## src/rtl/conv_frame_loader.sv

```systemverilog
// Serial-to-parallel loader for the strided convolution stage: assembles one
// filter and one input frame from a valid/ready word stream and holds them until consumed.
module conv_frame_loader #(
  parameter int input_size  = 7,
  parameter int filter_size = 3
) (
  input  logic                                   clk,
  input  logic                                   rst_n,
  input  logic                                   in_valid,
  output logic                                   in_ready,
  input  logic [31:0]                            in_data,
  input  logic                                   keep_filter,
  output logic [input_size*input_size*32-1:0]    input_data,
  output logic [filter_size*filter_size*32-1:0]  filter,
  output logic                                   frame_valid,
  input  logic                                   frame_ready,
  output logic                                   filter_loaded
);

  localparam int IN_WORDS  = input_size * input_size;
  localparam int FLT_WORDS = filter_size * filter_size;
  localparam int MAX_WORDS = (IN_WORDS > FLT_WORDS) ? IN_WORDS : FLT_WORDS;
  localparam int CW        = (MAX_WORDS > 1) ? $clog2(MAX_WORDS) : 1;

  typedef enum logic [1:0] {
    LOAD_FILTER,
    LOAD_INPUT,
    PRESENT
  } state_t;

  state_t                        state_q, state_d;
  logic [CW-1:0]                 cnt_q, cnt_d;
  logic [IN_WORDS*32-1:0]        input_q, input_d;
  logic [FLT_WORDS*32-1:0]       filter_q, filter_d;
  logic                          frame_valid_q, frame_valid_d;
  logic                          filter_loaded_q, filter_loaded_d;
  logic                          xfer;

  // in_ready is a pure decode of the registered state so it never combinationally follows in_valid
  assign in_ready = (state_q != PRESENT);
  assign xfer     = in_valid & in_ready;

  always_comb begin
    state_d         = state_q;
    cnt_d           = cnt_q;
    input_d         = input_q;
    filter_d        = filter_q;
    frame_valid_d   = frame_valid_q;
    filter_loaded_d = filter_loaded_q;
    case (state_q)
      LOAD_FILTER: begin
        if (xfer) begin
          filter_d[cnt_q*32 +: 32] = in_data;
          if (cnt_q == CW'(FLT_WORDS - 1)) begin
            cnt_d           = '0;
            filter_loaded_d = 1'b1;
            state_d         = LOAD_INPUT;
          end else begin
            cnt_d = cnt_q + 1'b1;
          end
        end
      end
      LOAD_INPUT: begin
        if (xfer) begin
          input_d[cnt_q*32 +: 32] = in_data;
          if (cnt_q == CW'(IN_WORDS - 1)) begin
            cnt_d         = '0;
            frame_valid_d = 1'b1;
            state_d       = PRESENT;
          end else begin
            cnt_d = cnt_q + 1'b1;
          end
        end
      end
      PRESENT: begin
        // Old frame words stay in place; the next load overwrites them one by one
        if (frame_valid_q && frame_ready) begin
          frame_valid_d = 1'b0;
          if (keep_filter) begin
            state_d = LOAD_INPUT;
          end else begin
            state_d         = LOAD_FILTER;
            filter_loaded_d = 1'b0;
          end
        end
      end
      default: begin
        state_d = LOAD_FILTER;
        cnt_d   = '0;
      end
    endcase
  end

  always_ff @(posedge clk or negedge rst_n) begin
    if (!rst_n) begin
      state_q         <= LOAD_FILTER;
      cnt_q           <= '0;
      input_q         <= '0;
      filter_q        <= '0;
      frame_valid_q   <= 1'b0;
      filter_loaded_q <= 1'b0;
    end else begin
      state_q         <= state_d;
      cnt_q           <= cnt_d;
      input_q         <= input_d;
      filter_q        <= filter_d;
      frame_valid_q   <= frame_valid_d;
      filter_loaded_q <= filter_loaded_d;
    end
  end

  assign input_data    = input_q;
  assign filter        = filter_q;
  assign frame_valid   = frame_valid_q;
  assign filter_loaded = filter_loaded_q;

endmodule

```

## config.mk

```make
export PLATFORM = sky130hd
export DESIGN_NAME = conv_frame_loader
export DESIGN_NICKNAME = d
export VERILOG_FILES = /design/src/rtl/conv_frame_loader.sv
export SDC_FILE = /design/constraint.sdc
export NUM_CORES = 2
export LEC_CHECK = 0
export BUFFER_PORTS_ARGS = -buffer_cell sky130_fd_sc_hd__buf_2
export CAP_MARGIN = 10
export CORE_AREA = 3 3 743 745
export DETAILED_ROUTE_END_ITERATION = 10
export DIE_AREA = 0 0 746 748
export PLACE_DENSITY = 0.36
export SLEW_MARGIN = 25
export SYNTH_ARGS = -nofsm -noshare
export SYNTH_HDL_FRONTEND = slang
export SYNTH_SLANG_ARGS = --single-unit
```

## constraint.sdc

```tcl
create_clock -name clk -period 5.8 [get_ports clk]
set_input_delay 0.87 -clock clk [delete_from_list [all_inputs] [get_ports clk]]
set_output_delay 0.87 -clock clk [all_outputs]
set_load 0.01 [all_outputs]
```

==> metrics.md <==
| Metric | Value |
|---|---|
| Run status | completed |
| YS warnings | 0 |
| Placed Instances | around 15000 |
| Max-cap viol count | 0 |
| Crit share post-route | 0.7849 |
| Tmin final | between 4 and 5 ns |
| Crit path launch type | register |
| Largest net degree at the start of global routing | around 140 |
| Final slew viol count | 0 |
| TritonCTS clock tree | done |
| Share of layout cells above drive strength 1 | 0.3771 |
| Setup-failing EPs final | 0 |
| Critical path's slowest cell | dfrtp_1 |
| Rows | about 270 |
| Num Clock Sinks | roughly 1900 |
| Final cell count without fillers | between 15000 and 20000 |
| Ys async rst share | 1.000 |
| Leakage | a little under 50 nW |
| Vias/cell | roughly 3.8 |
| Count of buffers from port buffering | ~1900 |
| Worst path cell trace | nor2_1 -> nand2_1 -> inv_1 -> ha_4 -> or3b_2 -> a2111oi_0 -> buf_4 -> and2_1 -> and2_2 -> buf_4 -> mux2_2 |
| DRT iter0 DRCs | just over 5000 |
| Slowest stage delay, CP | around 0.50 ns |
| DRT antenna net count | 0 |
| Crit end category | register |
| Unique masters post-synth | 75 |
| H-tree Lvls | 4 |
| Post-Syn Area | 72690 µm² |
| Synthesized area per cell | between 10 and 15 µm² |
| Crit path top cell by count | buf_4 |
| Area overhead of the layout relative to synthesis | 35.97% |
| Sequential share of the synthesized area | 0.6424 |
| Net Count, Synth | around 6300 |
| DRC | 0 |
| Worst setup margin | 1.248 ns |
| PD cells | 413.3 nW/µm² |
| Antenna violations before repair | between 100 and 150 |
| Kind of critical path | reg2reg |
| Grt total ovfl | 0 |
| CTS clk-pin slew, worst paths | 0.08 ns |
| Synth Register Bits | roughly 1900 |
| # IOs | roughly 1900 |
| Total number of vias | 59197 |
| Peak VDD IR | between 200 and 250 µV |
| Total track usage | 0.1701 |
| Final Wtd Congestion | just under 0.8 |
| Fin nets | 8079 |
| Later-pin clock latency in the skew report | around 0.92 ns |
| Initial Utilization | 0.1333 |
| Num CTS Buffers | 230 |
| Design area | around 99000 µm² |
| Worst-margin pin slew | 1.092 ns |
| Pre-CTS setup slack | 1.168 ns |
| Die X | approximately 750 µm |
| Final Hold Fails | 0 |
| Synth Instances | 6304 |
| Final HPWL DP | approximately 370000 µm |
| CP max FO | 33 |
| Main flop type after synthesis | dfrtp_1 |
| Core box area | 545200 µm² |
| WP data arrival | about 5.3 ns |
| Maximum operating frequency | ~220 MHz |
| Total Neg Setup Slack | 0 ns |
| Die Y | between 700 and 800 µm |
| Post-synth EDFFs | 0 |
| Post-Route WL | about 490000 µm |
| Max_slew headroom | 0.2720 |
| Clock buffer depth | 4 |
| RSZ-0062 raised after global routing | false |
| WL per Instance | 31.75 µm |
| Final setup skew | roughly 0.055 ns |
| Fin Hold WS | ~0.22 ns |
| Tot Pwr | about 41 mW |
| Pre-Repair DR Iteration Count | 5 |
| Die area | 558000 µm² |
| Worst path required time | between 6 and 7 ns |
| Fin util | 0.1813 |
| Placed cell area | 91100 µm² |
| Min-Delay Path Class | in2reg |
| First-pass GRT wire length | about 640000 µm |
| Root Buffer | clkbuf_16 |
| Vias in the first global route | 59027 |
-- Yosys cell counts (8+ instances only) --
library cell / number / area, µm²
dfrtp_1: 1866 / 46690
nand2_1: 1202 / 4512
o21ai_0: 1076 / 5385
mux2_2: 492 / 5540
clkbuf_1: 453 / 1700
nand3_1: 206 / 1031
o31ai_1: 192 / 1441
a32o_1: 128 / 1281
nor2_1: 107 / 401.6
buf_2: 88 / 440.4
a22o_1: 67 / 586.8
and3_1: 66 / 412.9
mux2_4: 60 / 900.9
and2_1: 38 / 237.7
o41ai_1: 32 / 280.3
mux2_1: 25 / 281.5
buf_1: 22 / 82.58
o21ai_1: 20 / 100.1
buf_4: 13 / 97.59
clkbuf_2: 10 / 50.05
nand2b_1: 10 / 62.56
nand4_1: 9 / 56.30
o2111ai_1: 9 / 78.83
buf_6: 8 / 90.09
-- critical path, delay by kind of cell, from the launching register on --
family,cells,cell delay [ns]
buffers and inverters,3,0.83
adders and majority gates,1,0.44
muxes,1,0.41
AOI/OAI and AO/OA,1,0.46
DFF,1,0.50
and+or+nand+nor,5,1.62
-- area by class of cell --
type	instances	area [µm²]
multi-input combinational	3837	24020
tap	7234	9051
inverter	7	26.28
fill	60918	446400
antenna	103	257.7
clock buffer	347	6788
sequential	1866	46700
clock inverter	64	621.8
timing repair buffer	2096	11360
-- cell families after synthesis --
family | synth area share
adders and majority gates | 0.0006886
and+or+nand+nor | 0.09910
AOI/OAI and AO/OA | 0.1306
muxes | 0.09249
DFF | 0.6424
xor gates and xnor gates | 0.0004819
buffers and inverters | 0.03422
-- cells in the final DEF (no fill, tap or decap), types with 10 or more instances in the layout --
master	netlist	layout
buf_12	0	18
nand3_2	2	10
and3_1	66	63
nand2_2	1	10
o21ai_0	1076	1076
buf_4	13	210
clkbuf_16	0	232
a32o_1	128	128
clkbuf_1	453	60
dfrtp_1	1866	1865
mux2_4	60	60
nor2_1	107	99
nand2_1	1202	1190
diode_2	0	103
nor2_4	1	10
mux2_2	492	492
a22o_1	67	67
buf_2	88	1863
clkinv_2	0	33
mux2_1	25	25
nand3_1	206	197
o21ai_1	20	19
and2_1	38	35
o31ai_1	192	192
o41ai_1	32	32
clkbuf_8	0	55
-- path summary, 6_finish.rpt --
check	startpoint	end	slack [ns]	depth (start not counted)
worst min-delay path	keep_filter	filter_loaded	0.22	2
worst max-delay path	cnt_q[1]	input_data[1040]	1.25	11
max in group asynchronous	rst_n	input_data[496]	3.45	4
worst max register to register	cnt_q[1]	input_data[1040]	1.25	11
min in group asynchronous	rst_n	filter[85]	0.52	2
worst min register to register	input_data[16]	input_data[16]	0.46	2
-- state kept, by name (all words and copies together), names as in the netlist --
| name | cells |
|---|---|
| cnt_q | 6 |
| frame_valid | 1 |
| state_q | 2 |
| filter | 288 |
| input_data | 1568 |
| filter_loaded | 1 |
-- metal layers --
| layer | routed length [µm] | vias up | track usage |
|---|---|---|---|
| met5 | 0 | - | 0 |
| met4 | 11860 | 0 | 0.04020 |
| met3 | 40690 | 426 | 0.05258 |
| met2 | 235200 | 2489 | 0.2850 |
| met1 | 206100 | 30710 | 0.2126 |
| li1 | - | 25572 | - |
-- where the power goes --
part | total (mW) | switching (mW) | leakage, nW | internal, mW
Clock | 14.5 | 6.18 | 3.64 | 8.34
Sequential | 15.5 | 0.884 | 25.9 | 14.6
Combinational | 10.9 | 8.28 | 19.3 | 2.58
Total | 40.8 | 15.3 | 48.8 | 25.5
-- timing repair --
item                                   CTS  global route
hold buffers                             1             0
endpoints found under the hold margin   40             0
setup buffers                            0             0
gates resized for setup                  0             0
Power figures use the tool's default switching activity.
